### config.mk
export PLATFORM = sky130hd
export DESIGN_NAME = ahb_mux_flat
export DESIGN_NICKNAME = d
export VERILOG_FILES = /design/src/rtl/ahb_mux_if.sv /design/src/rtl/ahb_mux.sv /design/src/flat_wrapper.sv
export SDC_FILE = /design/constraint.sdc
export NUM_CORES = 1
export LEC_CHECK = 0
export BUFFER_PORTS_ARGS = -buffer_cell sky130_fd_sc_hd__buf_2
export CAP_MARGIN = 20
export CORE_AREA = 10 10 225 227
export CTS_CLUSTER_SIZE = 24
export DETAILED_ROUTE_END_ITERATION = 8
export DIE_AREA = 0 0 235 237
export GPL_TIMING_DRIVEN = 1
export HOLD_SLACK_MARGIN = 0.02
export SYNTH_ARGS = -nofsm -noshare
export SYNTH_HDL_FRONTEND = slang
export SYNTH_SLANG_ARGS = --single-unit
### constraint.sdc
create_clock -name clk_i -period 2.3 [get_ports clk_i]
set_clock_uncertainty 0.15 [all_clocks]
set_input_delay 0.345 -clock clk_i [delete_from_list [all_inputs] [get_ports clk_i]]
set_output_delay 0.345 -clock clk_i [all_outputs]
set_load 0.005 [all_outputs]
### src/rtl/ahb_mux_if.sv
// rtl/ahb_mux_if.sv - Bus bundle between the AHB decoder/slaves/master and the data-phase response mux.
interface ahb_mux_if #(
   parameter int SLV_NUMBER = 16,
   parameter int DATA_WIDTH = 32
);
   localparam int SW = (SLV_NUMBER > 1) ? $clog2(SLV_NUMBER) : 1;

   logic [1:0]                       m_htrans_i;
   logic [SLV_NUMBER-1:0]            s_hsel_i;
   logic [SW-1:0]                    s_hslave_i;
   logic [SLV_NUMBER-1:0]            s_hreadyout_i;
   logic [SLV_NUMBER-1:0]            s_hresp_i;
   logic [SLV_NUMBER*DATA_WIDTH-1:0] s_hrdata_i;
   logic                             m_hready_o;
   logic                             m_hresp_o;
   logic [DATA_WIDTH-1:0]            m_hrdata_o;

   // The mux itself sits on the slave side of this bundle.
   modport slave (
      input  m_htrans_i, s_hsel_i, s_hslave_i, s_hreadyout_i, s_hresp_i, s_hrdata_i,
      output m_hready_o, m_hresp_o, m_hrdata_o
   );

   modport master (
      output m_htrans_i, s_hsel_i, s_hslave_i, s_hreadyout_i, s_hresp_i, s_hrdata_i,
      input  m_hready_o, m_hresp_o, m_hrdata_o
   );
endinterface

### src/rtl/ahb_mux.sv
// rtl/ahb_mux.sv - AHB data-phase response mux with optional default slave (AHB_MUX_DEFAULT_SLAVE_EN).
// Captures the decoder select on each accepted address phase and forwards that slave's response.
module ahb_mux #(
   parameter int SLV_NUMBER = 16,
   parameter int DATA_WIDTH = 32
) (
   input  logic       clk_i,
   input  logic       rst_i,
   ahb_mux_if.slave   bus
);
   localparam int SW = (SLV_NUMBER > 1) ? $clog2(SLV_NUMBER) : 1;

   logic                  dp_hit;
   logic [SW-1:0]         dp_slave;
   logic                  accept;
   logic                  ds_hready;
   logic                  ds_hresp;
   logic                  sel_hready;
   logic                  sel_hresp;
   logic [DATA_WIDTH-1:0] sel_hrdata;

   assign accept = bus.m_hready_o;

   always_ff @(posedge clk_i or posedge rst_i) begin
      if (rst_i) begin
         dp_hit   <= 1'b0;
         dp_slave <= '0;
      end else if (accept) begin
         dp_hit   <= |bus.s_hsel_i;
         dp_slave <= bus.s_hslave_i;
      end
   end

   // Index outside the populated slave range falls back to a zero-wait OKAY.
   always_comb begin
      sel_hready = 1'b1;
      sel_hresp  = 1'b0;
      sel_hrdata = '0;
      for (int i = 0; i < SLV_NUMBER; i++) begin
         if (dp_slave == SW'(i)) begin
            sel_hready = bus.s_hreadyout_i[i];
            sel_hresp  = bus.s_hresp_i[i];
            sel_hrdata = bus.s_hrdata_i[i*DATA_WIDTH +: DATA_WIDTH];
         end
      end
   end

`ifdef AHB_MUX_DEFAULT_SLAVE_EN
   typedef enum logic [1:0] {
      DS_OKAY = 2'd0,
      DS_ERR1 = 2'd1,
      DS_ERR2 = 2'd2
   } ds_state_t;

   ds_state_t ds_state;
   ds_state_t ds_next;
   logic      unused_htrans;

   assign unused_htrans = bus.m_htrans_i[0];

   always_ff @(posedge clk_i or posedge rst_i) begin
      if (rst_i) begin
         ds_state <= DS_OKAY;
      end else begin
         ds_state <= ds_next;
      end
   end

   // ERR2 completes the transfer, so it accepts the next address phase like OKAY.
   always_comb begin
      ds_next = ds_state;
      case (ds_state)
         DS_ERR1: ds_next = DS_ERR2;
         default: begin
            if (accept) begin
               ds_next = (!(|bus.s_hsel_i) && bus.m_htrans_i[1]) ? DS_ERR1 : DS_OKAY;
            end
         end
      endcase
   end

   always_comb begin
      ds_hready = 1'b1;
      ds_hresp  = 1'b0;
      case (ds_state)
         DS_ERR1: begin
            ds_hready = 1'b0;
            ds_hresp  = 1'b1;
         end
         DS_ERR2: begin
            ds_hready = 1'b1;
            ds_hresp  = 1'b1;
         end
         default: begin
            ds_hready = 1'b1;
            ds_hresp  = 1'b0;
         end
      endcase
   end
`else
   logic [1:0] unused_htrans;

   assign unused_htrans = bus.m_htrans_i;
   assign ds_hready     = 1'b1;
   assign ds_hresp      = 1'b0;
`endif

   always_comb begin
      if (dp_hit) begin
         bus.m_hready_o = sel_hready;
         bus.m_hresp_o  = sel_hresp;
         bus.m_hrdata_o = sel_hrdata;
      end else begin
         bus.m_hready_o = ds_hready;
         bus.m_hresp_o  = ds_hresp;
         bus.m_hrdata_o = '0;
      end
   end
endmodule
### src/flat_wrapper.sv
// flat-port wrapper written by rule: the top's interface ports become plain ports
module ahb_mux_flat 
#(
   parameter int SLV_NUMBER = 16,
   parameter int DATA_WIDTH = 32
)
  (clk_i, rst_i, bus_m_htrans_i, bus_s_hsel_i, bus_s_hslave_i, bus_s_hreadyout_i, bus_s_hresp_i, bus_s_hrdata_i, bus_m_hready_o, bus_m_hresp_o, bus_m_hrdata_o);
  ahb_mux_if #(.SLV_NUMBER(SLV_NUMBER), .DATA_WIDTH(DATA_WIDTH)) bus_i ();
  input  logic clk_i;
  input  logic rst_i;
  input wire logic [$bits(bus_i.m_htrans_i)-1:0] bus_m_htrans_i;
  input wire logic [$bits(bus_i.s_hsel_i)-1:0] bus_s_hsel_i;
  input wire logic [$bits(bus_i.s_hslave_i)-1:0] bus_s_hslave_i;
  input wire logic [$bits(bus_i.s_hreadyout_i)-1:0] bus_s_hreadyout_i;
  input wire logic [$bits(bus_i.s_hresp_i)-1:0] bus_s_hresp_i;
  input wire logic [$bits(bus_i.s_hrdata_i)-1:0] bus_s_hrdata_i;
  output wire logic [$bits(bus_i.m_hready_o)-1:0] bus_m_hready_o;
  output wire logic [$bits(bus_i.m_hresp_o)-1:0] bus_m_hresp_o;
  output wire logic [$bits(bus_i.m_hrdata_o)-1:0] bus_m_hrdata_o;
  assign bus_i.m_htrans_i = bus_m_htrans_i;
  assign bus_i.s_hsel_i = bus_s_hsel_i;
  assign bus_i.s_hslave_i = bus_s_hslave_i;
  assign bus_i.s_hreadyout_i = bus_s_hreadyout_i;
  assign bus_i.s_hresp_i = bus_s_hresp_i;
  assign bus_i.s_hrdata_i = bus_s_hrdata_i;
  assign bus_m_hready_o = bus_i.m_hready_o;
  assign bus_m_hresp_o = bus_i.m_hresp_o;
  assign bus_m_hrdata_o = bus_i.m_hrdata_o;
  ahb_mux #(.SLV_NUMBER(SLV_NUMBER), .DATA_WIDTH(DATA_WIDTH)) u_core (.clk_i(clk_i), .rst_i(rst_i), .bus(bus_i));
endmodule
==> results of run 1 <==
==> worst max-delay path by stage <==
stage	to	slack (ns)	cells past startpoint
floorplan	bus_m_hrdata_o[17]	0.10	6
global placement	bus_m_hrdata_o[8]	-0.48	8
detailed placement	bus_m_hrdata_o[2]	-0.50	8
CTS	bus_m_hrdata_o[13]	-0.51	9
global route	bus_m_hrdata_o[22]	-0.60	9
finish	bus_m_hrdata_o[22]	-0.53	9
==> per-layer routing <==
layer	global-route usage	vias up	wire length, um
li1	-	4733	-
met4	0.0389	12	1240
met3	0.0427	81	4230
met5	0	-	78
met2	0.345	557	29500
met1	0.238	5058	24500
==> flip-flops by register name, summed over array words and instances (netlist names) <==
signal and flops:
u_core.dp_hit 1, u_core.dp_slave 4
==> cells in the mapped netlist (15+ instances only) <==
cell      instances
nand2_1          72
o21ai_0          82
nor2_1           39
buf_4            17
o221ai_1         15
o22ai_1          41
clkbuf_1         30
a22oi_1          21
mux2i_1          60
a21oi_1          75
buf_2            30
mux4_2           27
a211oi_1         25
==> power by group <==
| group | internal (mW) | leakage, nW | switching, mW |
|---|---|---|---|
| combinational | 8.56 | 5.78 | 8.90 |
| sequential | 0.152 | 0.0521 | 0.130 |
| clock | 0.230 | 0.0382 | 0.0563 |
==> layout make-up <==
cell class              instances  area [sq um]
well taps                     607           759
inverters                      13          53.8
multi-input cells             689          5970
clock buffers                   4          78.8
diodes                          6          15.0
repair buffers                844          5670
flip-flops and latches          5           141
fillers                      5012         33500
==> through the flow <==
| step | instances | hold slack [ns] | cell area, sq um | power, mW | setup WS [ns] |
|---|---|---|---|---|---|
| floorplan | 801 | -0.0265 | 5800 | 7.02 | 0.103 |
| global placement | 2096 | 0.136 | 10800 | 14.1 | -0.478 |
| detailed placement | 2096 | 0.131 | 10800 | 14.2 | -0.502 |
| CTS | 2120 | 0.229 | 11600 | 16.0 | -0.510 |
| global route | 2166 | 0.232 | 12700 | 19.1 | -0.603 |
| finish | 2168 | 0.229 | 12700 | 18.0 | -0.532 |
==> kinds of logic after synthesis <==
family,Yosys count,share of synthesized area
AO/OA/AOI/OAI,370,0.438
buffers and inverters,107,0.107
flip-flops,5,0.0216
multiplexers,106,0.248
AND/OR/NAND/NOR,213,0.186
==> what timing repair did <==
action,CTS,global route
endpoints found under the setup margin,38,39
endpoints found under the hold margin,5,0
cloned,4,3
resized for setup,119,142
pin swaps,33,61
hold buffers,1,0
setup buffers,15,46
==> cell usage in the layout, fill, tap and decap left out, drive strengths merged, types with 11 or more instances in the layout <==
| cell type | Yosys | layout |
|---|---|---|
| a211oi | 28 | 28 |
| a21oi | 75 | 75 |
| a221oi | 13 | 13 |
| a22oi | 21 | 21 |
| and2 | 14 | 14 |
| buf | 63 | 839 |
| inv | 12 | 13 |
| mux2 | 19 | 19 |
| mux2i | 60 | 60 |
| mux4 | 27 | 27 |
| nand2 | 72 | 72 |
| nand2b | 13 | 13 |
| nand3 | 14 | 14 |
| nand3b | 11 | 11 |
| nand4 | 11 | 11 |
| nor2 | 40 | 40 |
| nor2b | 14 | 14 |
| o21ai | 83 | 83 |
| o221ai | 15 | 15 |
| o22ai | 41 | 41 |
| o2bb2ai | 12 | 12 |
==> flow_summary.html, run 1 <==
<table>
<tr><th>Metric</th><th>Value</th></tr>
<tr><th colspan="2">Synth</th></tr>
<tr><td>Proportion of register bits with asynchronous set or reset after synthesis</td><td>1.00</td></tr>
<tr><td>Sequential area share after synthesis</td><td>0.0216</td></tr>
<tr><td>Post-synth top area share</td><td>0.105</td></tr>
<tr><td>Top_reg_cell synth</td><td>dfrtp_1</td></tr>
<tr><td>Dominant cells by area after synthesis</td><td>mux4_2 (10%), mux2i_1 (10%), o21ai_0 (7.1%)</td></tr>
<tr><td>Number of distinct standard cells referenced by the synthesized netlist</td><td>between 70 and 80</td></tr>
<tr><td>Warnings from Yosys</td><td>0</td></tr>
<tr><td>Avg Synthesized Cell Area</td><td>7.24 sq um</td></tr>
<tr><td>Synth area leader</td><td>mux4_2</td></tr>
<tr><td>Number of synthesized flops with an enable pin</td><td>0</td></tr>
<tr><td>Flip-flop and latch count after synthesis</td><td>5</td></tr>
<tr><td>Number of instances in the synthesized netlist</td><td>around 800</td></tr>
<tr><td>Post-Synthesis Cell Area</td><td>between 5000 and 6000 sq um</td></tr>
<tr><td>Net count after synthesis</td><td>1369</td></tr>
<tr><th colspan="2">Drt</th></tr>
<tr><td>WL final</td><td>just under 60 mm</td></tr>
<tr><td>Antenna-violating nets left</td><td>0</td></tr>
<tr><td>DRC violation total after the first TritonRoute iteration</td><td>662</td></tr>
<tr><td>Per-cell routed wire length</td><td>27.5 um</td></tr>
<tr><td>Via density per instance</td><td>4.82</td></tr>
<tr><td>Length of the first detailed-routing pass in iterations</td><td>5</td></tr>
<tr><td>Routed via count</td><td>10400</td></tr>
<tr><td>Final routed DRC violation total</td><td>0</td></tr>
<tr><th colspan="2">Setup path</th></tr>
<tr><td>Maximum fanout along the worst path</td><td>8</td></tr>
<tr><td>Most common cell type on the critical path</td><td>buf_12</td></tr>
<tr><td>Number of buffer and inverter instances along the worst setup path</td><td>5</td></tr>
<tr><td>Cell at the slowest stage of the critical path</td><td>dfrtp_4</td></tr>
<tr><td>Worst Setup Path Type</td><td>reg2out</td></tr>
<tr><td>Element type at the critical path end</td><td>output port</td></tr>
<tr><td>CP Cell Sequence</td><td>buf_12, buf_8, and3b_2, buf_12, buf_12, a221o_1, a31oi_1, o22ai_1, buf_2</td></tr>
<tr><td>Family with the most delay on the worst path</td><td>buffers and inverters</td></tr>
<tr><td>Worst reg-to-reg setup slack</td><td>-0.23 ns</td></tr>
<tr><td>Crit path DAT</td><td>2.34 ns</td></tr>
<tr><td>Startpoint of the worst setup timing path</td><td>u_core.dp_slave[0]</td></tr>
<tr><td>Startpoint kind of the worst setup timing path</td><td>flip-flop</td></tr>
<tr><td>RR Startpoint</td><td>u_core.dp_slave[0]</td></tr>
<tr><td>Largest incremental delay on the critical path</td><td>0.53 ns</td></tr>
<tr><td>Reg2Reg Depth</td><td>10</td></tr>
<tr><td>Required arrival time at the worst endpoint</td><td>1.80 ns</td></tr>
<tr><td>End of the worst register-to-register path</td><td>u_core.dp_slave[0]</td></tr>
<tr><th colspan="2">Die</th></tr>
<tr><td>Die ar.</td><td>55700 sq um</td></tr>
<tr><td>I/O pin total</td><td>roughly 600</td></tr>
<tr><td>Vertical extent of the die</td><td>237 um</td></tr>
<tr><td>Placeable core area</td><td>46200 sq um</td></tr>
<tr><td>Die W</td><td>235 um</td></tr>
<tr><td>Starting density of the core</td><td>0.126</td></tr>
<tr><td>Rows</td><td>between 70 and 80</td></tr>
<tr><th colspan="2">CTS</th></tr>
<tr><td>Skew-Pair Late Insertion Delay</td><td>between 0.2 and 0.25 ns</td></tr>
<tr><td>Clock Path Buffers</td><td>2</td></tr>
<tr><td>CTS root buffer</td><td>clkbuf_16</td></tr>
<tr><td>Count of clock tree sinks</td><td>5</td></tr>
<tr><td>Clock-pin slew on the worst setup and hold paths</td><td>0.03 ns</td></tr>
<tr><td>TritonCTS clock tree</td><td>done</td></tr>
<tr><td>TritonCTS Buffers</td><td>3</td></tr>
<tr><td>Count of H-tree levels built during CTS</td><td>1</td></tr>
<tr><th colspan="2">Timing</th></tr>
<tr><td>RSZ-0062 raised after global routing</td><td>yes</td></tr>
<tr><td>Max-slew headroom at the worst pin</td><td>0.703</td></tr>
<tr><td>Final-report max-slew violation count</td><td>0</td></tr>
<tr><td>Final sum of negative setup slack</td><td>-15.46 ns</td></tr>
<tr><td>Transition time of the tightest slew-check pin</td><td>0.440 ns</td></tr>
<tr><td>Setup slack of the critical path after layout</td><td>-0.532 ns</td></tr>
<tr><td>F_max</td><td>353 MHz</td></tr>
<tr><td>Number of setup violations in the final report</td><td>38</td></tr>
<tr><td>Minimum period implied by the final worst setup slack</td><td>2.83 ns</td></tr>
<tr><td>Post-route fraction of the period consumed by the critical path</td><td>1.23</td></tr>
<tr><td>Hold Vio Cnt, Final</td><td>0</td></tr>
<tr><th colspan="2">Placed design</th></tr>
<tr><td>RePlAce Congestion</td><td>roughly 0.98</td></tr>
<tr><td># port buffers</td><td>roughly 600</td></tr>
<tr><td>DP Wirelength</td><td>50.2 mm</td></tr>
<tr><th colspan="2">Cells and area</th></tr>
<tr><td>Final core utilization</td><td>0.275</td></tr>
<tr><td>Net count of the finished layout</td><td>2124</td></tr>
<tr><td>Share of cells above drive strength 1</td><td>0.673</td></tr>
<tr><td>Area added between synthesis and finish</td><td>119%</td></tr>
<tr><th colspan="2">Run status</th></tr>
<tr><td>Violations in the final reports</td><td>setup timing</td></tr>
<tr><td>Outcome</td><td>finished, violations left</td></tr>
<tr><th colspan="2">Min path</th></tr>
<tr><td>End point of the worst hold path</td><td>u_core.dp_slave[1]</td></tr>
<tr><td>Hold Crit Start</td><td>bus_s_hslave_i[1]</td></tr>
<tr><td>Class of the tightest hold or removal check</td><td>in2reg</td></tr>
<tr><td>WHS Path Cells</td><td>2</td></tr>
<tr><th colspan="2">Run</th></tr>
<tr><td>Max-cap violation count</td><td>0</td></tr>
<tr><th colspan="2">Power</th></tr>
<tr><td>Maximum ir drop on the vdd rail</td><td>0.597 mV</td></tr>
<tr><td>Total power per unit cell area</td><td>1420 nW/um^2</td></tr>
<tr><td>Lkg Pwr</td><td>5.87 nW</td></tr>
<tr><th colspan="2">Global route</th></tr>
<tr><td>Overall fraction of global-route tracks in use</td><td>0.195</td></tr>
<tr><td>Number of global-route vias before repair</td><td>approximately 11000</td></tr>
<tr><td>Maximum number of pins on one net before global-route repair</td><td>29</td></tr>
<tr><td>Number of antenna violations at the first check in global routing</td><td>15</td></tr>
<tr><td>First-pass GRT wire length</td><td>80.8 mm</td></tr>
<tr><td>Total congestion overflow</td><td>0</td></tr>
</table>
No activity file was read; power rests on OpenSTA's default activity.
==> run 2, diff against run 1 <==
--- a/config.mk
+++ b/config.mk
@@ -7,10 +7,10 @@
 export LEC_CHECK = 0
 export BUFFER_PORTS_ARGS = -buffer_cell sky130_fd_sc_hd__buf_2
 export CAP_MARGIN = 20
-export CORE_AREA = 10 10 225 227
+export CORE_AREA = 10 10 228 230
 export CTS_CLUSTER_SIZE = 24
 export DETAILED_ROUTE_END_ITERATION = 8
-export DIE_AREA = 0 0 235 237
+export DIE_AREA = 0 0 238 240
 export GPL_TIMING_DRIVEN = 1
 export HOLD_SLACK_MARGIN = 0.02
 export SYNTH_ARGS = -nofsm -noshare
==> run 2 against run 1 <==
Utilization down 0.98 points. Global-route usage up 0.66 points. Maximum frequency up 0.69%. Largest power group unchanged. Sequential cell count unchanged. Die area up 2.6%. Sequential share of layout area about the same. Power down 1.4%. Setup slack better by 0.019 ns. The flow still finishes with violations (setup timing). Critical endpoint is now bus_m_hrdata_o[4]. Worst hold slack worse by 0.023 ns. Via count up 0.15%. First-iteration DRC count down 4.8%. Combinational power about the same.
==> flow_summary.html, run 2 (synthesized netlist as in run 1, its figures left out) <==
<table>
<tr><th>Metric</th><th>Value</th></tr>
<tr><th colspan="2">CTS</th></tr>
<tr><td>TritonCTS clock tree</td><td>done (unchanged)</td></tr>
<tr><td>Count of H-tree levels built during CTS</td><td>1 (unchanged)</td></tr>
<tr><td>Clock Path Buffers</td><td>2 (unchanged)</td></tr>
<tr><td>Skew-Pair Late Insertion Delay</td><td>0.23 ns (about the same)</td></tr>
<tr><td>TritonCTS Buffers</td><td>3 (unchanged)</td></tr>
<tr><td>CTS root buffer</td><td>clkbuf_16 (unchanged)</td></tr>
<tr><td>Count of clock tree sinks</td><td>5 (unchanged)</td></tr>
<tr><td>Clock-pin slew on the worst setup and hold paths</td><td>0.03 ns (about the same)</td></tr>
<tr><th colspan="2">Placed design</th></tr>
<tr><td>Placed standard-cell area</td><td>10800 sq um (about the same)</td></tr>
<tr><td>RePlAce Congestion</td><td>0.938 (was 0.982)</td></tr>
<tr><td>DP Wirelength</td><td>51.9 mm (was 50.2 mm)</td></tr>
<tr><td># port buffers</td><td>599 (unchanged)</td></tr>
<tr><th colspan="2">Timing</th></tr>
<tr><td>Setup slack of the critical path after layout</td><td>-0.512 ns (was -0.532 ns)</td></tr>
<tr><td>F_max</td><td>356 MHz (was 353 MHz)</td></tr>
<tr><td>Minimum period implied by the final worst setup slack</td><td>2.81 ns (was 2.83 ns)</td></tr>
<tr><td>Hold Vio Cnt, Final</td><td>0 (unchanged)</td></tr>
<tr><td>Transition time of the tightest slew-check pin</td><td>0.526 ns (was 0.440 ns)</td></tr>
<tr><td>Number of setup violations in the final report</td><td>39 (was 38)</td></tr>
<tr><td>Max-slew headroom at the worst pin</td><td>0.646 (was 0.703)</td></tr>
<tr><td>Post-route fraction of the period consumed by the critical path</td><td>1.22 (was 1.23)</td></tr>
<tr><td>Final-report max-slew violation count</td><td>0 (unchanged)</td></tr>
<tr><td>Final sum of negative setup slack</td><td>-15.88 ns (was -15.46 ns)</td></tr>
<tr><td>RSZ-0062 raised after global routing</td><td>yes (unchanged)</td></tr>
<tr><th colspan="2">Die</th></tr>
<tr><td>Die ar.</td><td>57100 sq um (was 55700 sq um)</td></tr>
<tr><td>Starting density of the core</td><td>0.122 (was 0.126)</td></tr>
<tr><td>Die W</td><td>238 um (was 235 um)</td></tr>
<tr><td>Placeable core area</td><td>47300 sq um (was 46200 sq um)</td></tr>
<tr><td>Vertical extent of the die</td><td>240 um (was 237 um)</td></tr>
<tr><td>Rows</td><td>80 (was 79)</td></tr>
<tr><td>I/O pin total</td><td>602 (unchanged)</td></tr>
<tr><th colspan="2">Setup path</th></tr>
<tr><td>Worst reg-to-reg setup slack</td><td>-0.26 ns (was -0.23 ns)</td></tr>
<tr><td>Maximum fanout along the worst path</td><td>11 (was 8)</td></tr>
<tr><td>Family with the most delay on the worst path</td><td>compound AO/OA/AOI/OAI gates (was buffers and inverters)</td></tr>
<tr><td>Element type at the critical path end</td><td>output port (unchanged)</td></tr>
<tr><td>Number of buffer and inverter instances along the worst setup path</td><td>3 (was 5)</td></tr>
<tr><td>Worst Setup Path Type</td><td>reg2out (unchanged)</td></tr>
<tr><td>Required arrival time at the worst endpoint</td><td>1.80 ns (about the same)</td></tr>
<tr><td>Startpoint kind of the worst setup timing path</td><td>flip-flop (unchanged)</td></tr>
<tr><td>Most common cell type on the critical path</td><td>buf_12 (unchanged)</td></tr>
<tr><td>RR Startpoint</td><td>u_core.dp_slave[2] (was u_core.dp_slave[0])</td></tr>
<tr><td>Startpoint of the worst setup timing path</td><td>u_core.dp_slave[1] (was u_core.dp_slave[0])</td></tr>
<tr><td>CP Cell Sequence</td><td>buf_12, nor2b_4, buf_12, a21o_1, a221o_1, a221oi_2, nor2_1, buf_2 (was buf_12, buf_8, and3b_2, buf_12, buf_12, a221o_1, a31oi_1, o22ai_1, buf_2)</td></tr>
<tr><td>Largest incremental delay on the critical path</td><td>0.56 ns (was 0.53 ns)</td></tr>
<tr><td>Cell at the slowest stage of the critical path</td><td>dfrtp_4 (unchanged)</td></tr>
<tr><td>Crit path DAT</td><td>2.32 ns (was 2.34 ns)</td></tr>
<tr><th colspan="2">Cells and area</th></tr>
<tr><td>Final core utilization</td><td>0.265 (was 0.275)</td></tr>
<tr><td>Highest-count cells in the layout ignoring fill and taps</td><td>buf_2 (600), buf_4 (150), o21ai_0 (66) (was buf_2 (598), buf_4 (157), o21ai_0 (68))</td></tr>
<tr><td>Share of cells above drive strength 1</td><td>0.674 (was 0.673)</td></tr>
<tr><td>Count of filler cells inserted in the layout</td><td>5248 (was 5012)</td></tr>
<tr><td>Final Instance Area</td><td>12500 sq um (was 12700 sq um)</td></tr>
<tr><td>Most common library cell in the layout ignoring fill and taps</td><td>buf_2 (unchanged)</td></tr>
<tr><td>Total area of multi-input combinational cells</td><td>5910 sq um (was 5970 sq um)</td></tr>
<tr><td>Area added between synthesis and finish</td><td>116% (was 119%)</td></tr>
<tr><td>Largest registers</td><td>u_core.dp_slave (4), u_core.dp_hit (1) (unchanged)</td></tr>
<tr><td>Net count of the finished layout</td><td>2119 (was 2124)</td></tr>
<tr><td>Largest register FFs</td><td>4 (unchanged)</td></tr>
<tr><td>Total area of sequential cells</td><td>141 sq um (unchanged)</td></tr>
<tr><td>Register bank with the most flops</td><td>u_core.dp_slave (unchanged)</td></tr>
<tr><th colspan="2">Drt</th></tr>
<tr><td>DRC violation total after the first TritonRoute iteration</td><td>630 (was 662)</td></tr>
<tr><td>Per-cell routed wire length</td><td>28.7 um (was 27.5 um)</td></tr>
<tr><td>Final routed DRC violation total</td><td>0 (unchanged)</td></tr>
<tr><td>Routed via count</td><td>10500 (was 10400)</td></tr>
<tr><td>Length of the first detailed-routing pass in iterations</td><td>5 (unchanged)</td></tr>
<tr><td>Via density per instance</td><td>4.81 (was 4.82)</td></tr>
<tr><td>Antenna-violating nets left</td><td>0 (unchanged)</td></tr>
<tr><td>WL final</td><td>62.3 mm (was 59.5 mm)</td></tr>
<tr><th colspan="2">Global route</th></tr>
<tr><td>First-pass GRT wire length</td><td>84.2 mm (was 80.8 mm)</td></tr>
<tr><td>Overall fraction of global-route tracks in use</td><td>0.202 (was 0.195)</td></tr>
<tr><td>Total congestion overflow</td><td>0 (unchanged)</td></tr>
<tr><td>Number of global-route vias before repair</td><td>11300 (was 11200)</td></tr>
<tr><td>Maximum number of pins on one net before global-route repair</td><td>36 (was 29)</td></tr>
<tr><td>Number of antenna violations at the first check in global routing</td><td>13 (was 15)</td></tr>
<tr><th colspan="2">Run status</th></tr>
<tr><td>Outcome</td><td>finished, violations left (unchanged)</td></tr>
<tr><td>Violations in the final reports</td><td>setup timing (unchanged)</td></tr>
<tr><th colspan="2">Power</th></tr>
<tr><td>Maximum ir drop on the vdd rail</td><td>0.703 mV (was 0.597 mV)</td></tr>
<tr><td>Lkg Pwr</td><td>5.83 nW (was 5.87 nW)</td></tr>
<tr><td>Total power per unit cell area</td><td>1420 nW/um^2 (about the same)</td></tr>
<tr><th colspan="2">Min path</th></tr>
<tr><td>Hold Crit Start</td><td>bus_s_hslave_i[1] (unchanged)</td></tr>
<tr><td>Class of the tightest hold or removal check</td><td>in2reg (unchanged)</td></tr>
<tr><th colspan="2">Run</th></tr>
<tr><td>Max-cap violation count</td><td>0 (unchanged)</td></tr>
</table>
-- run 2: worst register-to-register path, delay by kind of cell (launching register included) --
family	cells	cell delay, ns
buf+inv	4	0.68
compound gates	3	0.59
flops	1	0.48
simple gates	1	0.23
mux	1	0.31
-- run 2: metrics by stage --
step,std cells,power (mW),worst slack (ns),hold slack [ns]
floorplan,801,7.02,0.103,-0.0265
global placement,2106,14.1,-0.556,0.115
detailed placement,2106,14.1,-0.541,0.121
CTS,2149,16.7,-0.511,0.202
global route,2171,18.8,-0.587,0.207
finish,2175,17.8,-0.512,0.205
-- run 2: layout make-up --
type | instances | area share
multi-input cells | 690 | 0.471
flip-flops and latches | 5 | 0.0113
repair buffers | 838 | 0.443
diodes | 10 | 0.00199
clock buffers | 4 | 0.00628
well taps | 615 | 0.0613
inverters | 13 | 0.00508
-- run 2: power by group --
group	leakage [nW]	internal [mW]	switching, mW	total [mW]
registers	0.0521	0.151	0.113	0.264
clock network	0.0382	0.230	0.0568	0.287
logic	5.74	8.32	8.90	17.2
total	5.83	8.70	9.07	17.8
-- run 2: timing repair --
item | in CTS | in global routing
setup endpoints to repair | 38 | 39
hold buffers | 1 | 0
buffers inserted | 38 | 16
gates cloned | 5 | 4
gates resized for setup | 177 | 85
endpoints found under the hold margin | 5 | 0
pin swaps | 59 | 49
-- run 2: final timing paths --
check                                     endpoint  cells after the start
worst max-delay path             bus_m_hrdata_o[4]                      8
worst min-delay path            u_core.dp_slave[1]                      2
worst max register to register  u_core.dp_slave[2]                      9
worst min register to register  u_core.dp_slave[3]                      3
max in group asynchronous       u_core.dp_slave[2]                      3
min in group asynchronous       u_core.dp_slave[0]                      3
-- run 2: routing by layer --
metal | track usage | wire [um] | vias up
li1 | - | - | 4732
met1 | 0.256 | 26400 | 5091
met2 | 0.350 | 30600 | 571
met3 | 0.0363 | 4330 | 59
met4 | 0.0392 | 962 | 4
met5 | 0 | 23 | -
==> run 3, diff against run 2 <==
--- a/config.mk
+++ b/config.mk
@@ -5,12 +5,13 @@
 export SDC_FILE = /design/constraint.sdc
 export NUM_CORES = 1
 export LEC_CHECK = 0
-export BUFFER_PORTS_ARGS = -buffer_cell sky130_fd_sc_hd__buf_2
 export CAP_MARGIN = 20
 export CORE_AREA = 10 10 228 230
+export CTS_BUF_LIST = sky130_fd_sc_hd__clkbuf_4
 export CTS_CLUSTER_SIZE = 24
 export DETAILED_ROUTE_END_ITERATION = 8
 export DIE_AREA = 0 0 238 240
+export DONT_BUFFER_PORTS = 1
 export GPL_TIMING_DRIVEN = 1
 export HOLD_SLACK_MARGIN = 0.02
 export SYNTH_ARGS = -nofsm -noshare
==> run 3 against run 2 <==
The run still ends with setup timing left. Count of clock-buffer cells in the layout is the same. Utilization down 5.1 points. Power up 0.90%. Worst hold slack lost 0.12 ns. Critical path type unchanged. Maximum frequency is 2.2% lower. Sequential share of layout area rose by 0.27 points.
==> flow_summary.html, run 3 (synthesized netlist as in run 1, its figures left out) <==
<table>
<tr><th>Metric</th><th>Value</th></tr>
<tr><th colspan="2">Placed design</th></tr>
<tr><td>DP Wirelength</td><td>48.6 mm (was 51.9 mm)</td></tr>
<tr><td>Placed standard-cell area</td><td>7740 sq um (was 10800 sq um)</td></tr>
<tr><td># port buffers</td><td>0 (was 599)</td></tr>
<tr><td>RePlAce Congestion</td><td>1.06 (was 0.938)</td></tr>
<tr><td>Placed instance count</td><td>1506 (was 2106)</td></tr>
<tr><th colspan="2">Timing</th></tr>
<tr><td>Number of setup violations in the final report</td><td>38 (was 39)</td></tr>
<tr><td>Hold Vio Cnt, Final</td><td>0 (unchanged)</td></tr>
<tr><td>Setup slack of the critical path after layout</td><td>-0.575 ns (was -0.512 ns)</td></tr>
<tr><td>Final-report max-slew violation count</td><td>0 (unchanged)</td></tr>
<tr><td>Transition time of the tightest slew-check pin</td><td>0.571 ns (was 0.526 ns)</td></tr>
<tr><td>Minimum period implied by the final worst setup slack</td><td>2.88 ns (was 2.81 ns)</td></tr>
<tr><td>RSZ-0062 raised after global routing</td><td>yes (unchanged)</td></tr>
<tr><td>Post-route fraction of the period consumed by the critical path</td><td>1.25 (was 1.22)</td></tr>
<tr><td>Max-slew headroom at the worst pin</td><td>0.617 (was 0.646)</td></tr>
<tr><td>F_max</td><td>348 MHz (was 356 MHz)</td></tr>
<tr><th colspan="2">Power</th></tr>
<tr><td>Lkg Pwr</td><td>3.59 nW (was 5.83 nW)</td></tr>
<tr><td>Maximum ir drop on the vdd rail</td><td>0.674 mV (was 0.703 mV)</td></tr>
<tr><td>Share of total power in combinational logic</td><td>0.981 (was 0.969)</td></tr>
<tr><td>Sequential cell fraction of total power</td><td>0.012 (was 0.015)</td></tr>
<tr><td>Portion of total power attributed to the clock network</td><td>0.007 (was 0.016)</td></tr>
<tr><td>Cell-internal power</td><td>8.62 mW (was 8.70 mW)</td></tr>
<tr><td>Total power per unit cell area</td><td>1770 nW/um^2 (was 1420 nW/um^2)</td></tr>
<tr><td>Proportion of total power due to net switching</td><td>0.519 (was 0.511)</td></tr>
<tr><td>Switching power total</td><td>9.31 mW (was 9.07 mW)</td></tr>
<tr><th colspan="2">Drt</th></tr>
<tr><td>WL final</td><td>59.5 mm (was 62.3 mm)</td></tr>
<tr><td>Per-cell routed wire length</td><td>37.4 um (was 28.7 um)</td></tr>
<tr><td>Routed via count</td><td>8834 (was 10500)</td></tr>
<tr><td>Length of the first detailed-routing pass in iterations</td><td>6 (was 5)</td></tr>
<tr><td>Antenna-violating nets left</td><td>0 (unchanged)</td></tr>
<tr><td>DRC violation total after the first TritonRoute iteration</td><td>1019 (was 630)</td></tr>
<tr><td>Final routed DRC violation total</td><td>0 (unchanged)</td></tr>
<tr><td>Via density per instance</td><td>5.55 (was 4.81)</td></tr>
<tr><th colspan="2">Die</th></tr>
<tr><td>Placeable core area</td><td>47300 sq um (unchanged)</td></tr>
<tr><td>Vertical extent of the die</td><td>240 um (unchanged)</td></tr>
<tr><td>Die W</td><td>238 um (unchanged)</td></tr>
<tr><td>Rows</td><td>80 (unchanged)</td></tr>
<tr><td>Die ar.</td><td>57100 sq um (unchanged)</td></tr>
<tr><td>I/O pin total</td><td>602 (unchanged)</td></tr>
<tr><td>Starting density of the core</td><td>0.122 (unchanged)</td></tr>
<tr><th colspan="2">CTS</th></tr>
<tr><td>TritonCTS Buffers</td><td>3 (unchanged)</td></tr>
<tr><td>CTS root buffer</td><td>clkbuf_4 (was clkbuf_16)</td></tr>
<tr><td>Clock Path Buffers</td><td>2 (unchanged)</td></tr>
<tr><td>Clock-pin slew on the worst setup and hold paths</td><td>0.06 ns (was 0.03 ns)</td></tr>
<tr><td>Count of clock tree sinks</td><td>5 (unchanged)</td></tr>
<tr><td>TritonCTS clock tree</td><td>done (unchanged)</td></tr>
<tr><td>Count of H-tree levels built during CTS</td><td>1 (unchanged)</td></tr>
<tr><td>Skew-Pair Late Insertion Delay</td><td>0.25 ns (was 0.23 ns)</td></tr>
<tr><th colspan="2">Setup path</th></tr>
<tr><td>Element type at the critical path end</td><td>output port (unchanged)</td></tr>
<tr><td>Required arrival time at the worst endpoint</td><td>1.80 ns (about the same)</td></tr>
<tr><td>Number of buffer and inverter instances along the worst setup path</td><td>4 (was 3)</td></tr>
<tr><td>Cell at the slowest stage of the critical path</td><td>dfrtp_4 (unchanged)</td></tr>
<tr><td>Worst Setup Path Type</td><td>reg2out (unchanged)</td></tr>
<tr><td>Startpoint kind of the worst setup timing path</td><td>flip-flop (unchanged)</td></tr>
<tr><td>Worst reg-to-reg setup slack</td><td>-0.30 ns (was -0.26 ns)</td></tr>
<tr><td>Crit path DAT</td><td>2.38 ns (was 2.32 ns)</td></tr>
<tr><td>Family with the most delay on the worst path</td><td>compound AO/OA/AOI/OAI gates (unchanged)</td></tr>
<tr><td>Maximum fanout along the worst path</td><td>4 (was 11)</td></tr>
<tr><td>CP Cell Sequence</td><td>buf_6, buf_4, buf_4, nand2_1, o22ai_1, a221o_1, a221oi_2, nor2_1, buf_4 (was buf_12, nor2b_4, buf_12, a21o_1, a221o_1, a221oi_2, nor2_1, buf_2)</td></tr>
<tr><td>Largest incremental delay on the critical path</td><td>0.51 ns (was 0.56 ns)</td></tr>
<tr><td>Most common cell type on the critical path</td><td>buf_4 (was buf_12)</td></tr>
<tr><th colspan="2">Run status</th></tr>
<tr><td>Violations in the final reports</td><td>setup timing (unchanged)</td></tr>
<tr><td>Outcome</td><td>finished, violations left (unchanged)</td></tr>
<tr><th colspan="2">Min path</th></tr>
<tr><td>Class of the tightest hold or removal check</td><td>in2reg (unchanged)</td></tr>
<tr><th colspan="2">Global route</th></tr>
<tr><td>Number of global-route vias before repair</td><td>8701 (was 11300)</td></tr>
<tr><td>Overall fraction of global-route tracks in use</td><td>0.184 (was 0.202)</td></tr>
<tr><td>First-pass GRT wire length</td><td>74.7 mm (was 84.2 mm)</td></tr>
<tr><td>Total congestion overflow</td><td>0 (unchanged)</td></tr>
<tr><td>Number of antenna violations at the first check in global routing</td><td>22 (was 13)</td></tr>
<tr><td>Maximum number of pins on one net before global-route repair</td><td>35 (was 36)</td></tr>
<tr><th colspan="2">Cells and area</th></tr>
<tr><td>Share of cells above drive strength 1</td><td>0.533 (was 0.674)</td></tr>
<tr><td>Most common library cell in the layout ignoring fill and taps</td><td>buf_4 (was buf_2)</td></tr>
<tr><td>Final cell count without fillers</td><td>1591 (was 2175)</td></tr>
<tr><td>Highest-count cells in the layout ignoring fill and taps</td><td>buf_4 (159), nand2_1 (65), o21ai_0 (56) (was buf_2 (600), buf_4 (150), o21ai_0 (66))</td></tr>
<tr><td>Final Instance Area</td><td>10100 sq um (was 12500 sq um)</td></tr>
<tr><td>Largest registers</td><td>u_core.dp_slave (4), u_core.dp_hit (1) (unchanged)</td></tr>
<tr><td>Register bank with the most flops</td><td>u_core.dp_slave (unchanged)</td></tr>
<tr><td>Largest register FFs</td><td>4 (unchanged)</td></tr>
<tr><td>Total area of sequential cells</td><td>141 sq um (unchanged)</td></tr>
<tr><td>Final core utilization</td><td>0.214 (was 0.265)</td></tr>
<tr><td>Total area of multi-input combinational cells</td><td>6330 sq um (was 5910 sq um)</td></tr>
<tr><td>Count of filler cells inserted in the layout</td><td>5157 (was 5248)</td></tr>
<tr><td>Area added between synthesis and finish</td><td>74.6% (was 116%)</td></tr>
<tr><td>Net count of the finished layout</td><td>1532 (was 2119)</td></tr>
<tr><th colspan="2">Run</th></tr>
<tr><td>Max-cap violation count</td><td>0 (unchanged)</td></tr>
</table>
-- run 3: worst paths after layout --
path | cells after the start | end | startpoint
setup / recovery | 9 | bus_m_hrdata_o[4] | u_core.dp_slave[0]
hold / removal | 1 | u_core.dp_slave[0] | bus_s_hslave_i[0]
setup reg to reg | 11 | u_core.dp_slave[0] | u_core.dp_slave[1]
hold reg to reg | 2 | u_core.dp_slave[2] | u_core.dp_slave[2]
max in group asynchronous | 2 | u_core.dp_slave[1] | rst_i
min in group asynchronous | 2 | u_core.dp_slave[0] | rst_i
-- run 3: final cells by class --
class,instances,share of cell area
flip-flops and latches,5,0.0140
well taps,615,0.0760
inverters,13,0.00507
repair buffers,252,0.274
clock buffers,4,0.00297
diodes,13,0.00321
multi-input cells,689,0.625
-- run 3: through the flow --
step	power, mW	setup TNS (ns)	hold WS, ns	setup WS, ns
6_report	17.9	-16.16	0.0882	-0.575
5_1_grt	18.8	-18.65	0.0710	-0.629
4_1_cts	15.7	-16.96	0.0807	-0.578
3_5_place_dp	13.1	-9.68	0.0371	-0.421
3_3_place_gp	12.9	-8.31	0.0255	-0.416
2_1_floorplan	7.02	0	-0.0265	0.103
-- run 3: layer usage --
metal / vias up / routed length, um / global-route usage
li1: 3545 / - / -
met1: 4246 / 22700 / 0.225
met2: 882 / 27700 / 0.304
met3: 147 / 7460 / 0.0717
met4: 14 / 1590 / 0.0328
met5: - / 90 / 0
-- run 3: power by group through the flow --
stage	clock network, mW	registers [mW]	logic [mW]
2_1_floorplan	0	0.151	6.87
3_3_place_gp	0	0.231	12.7
3_5_place_dp	0	0.242	12.9
4_1_cts	0.129	0.252	15.3
5_1_grt	0.139	0.225	18.4
6_report	0.125	0.217	17.6
-- run 3: what timing repair did --
item | CTS | global route
endpoints found under the hold margin | 5 | 0
resized for setup | 178 | 162
endpoints found under the setup margin | 39 | 39
gates cloned | 4 | 10
buffers inserted | 33 | 27
hold buffers | 1 | 0
pin swaps | 64 | 81
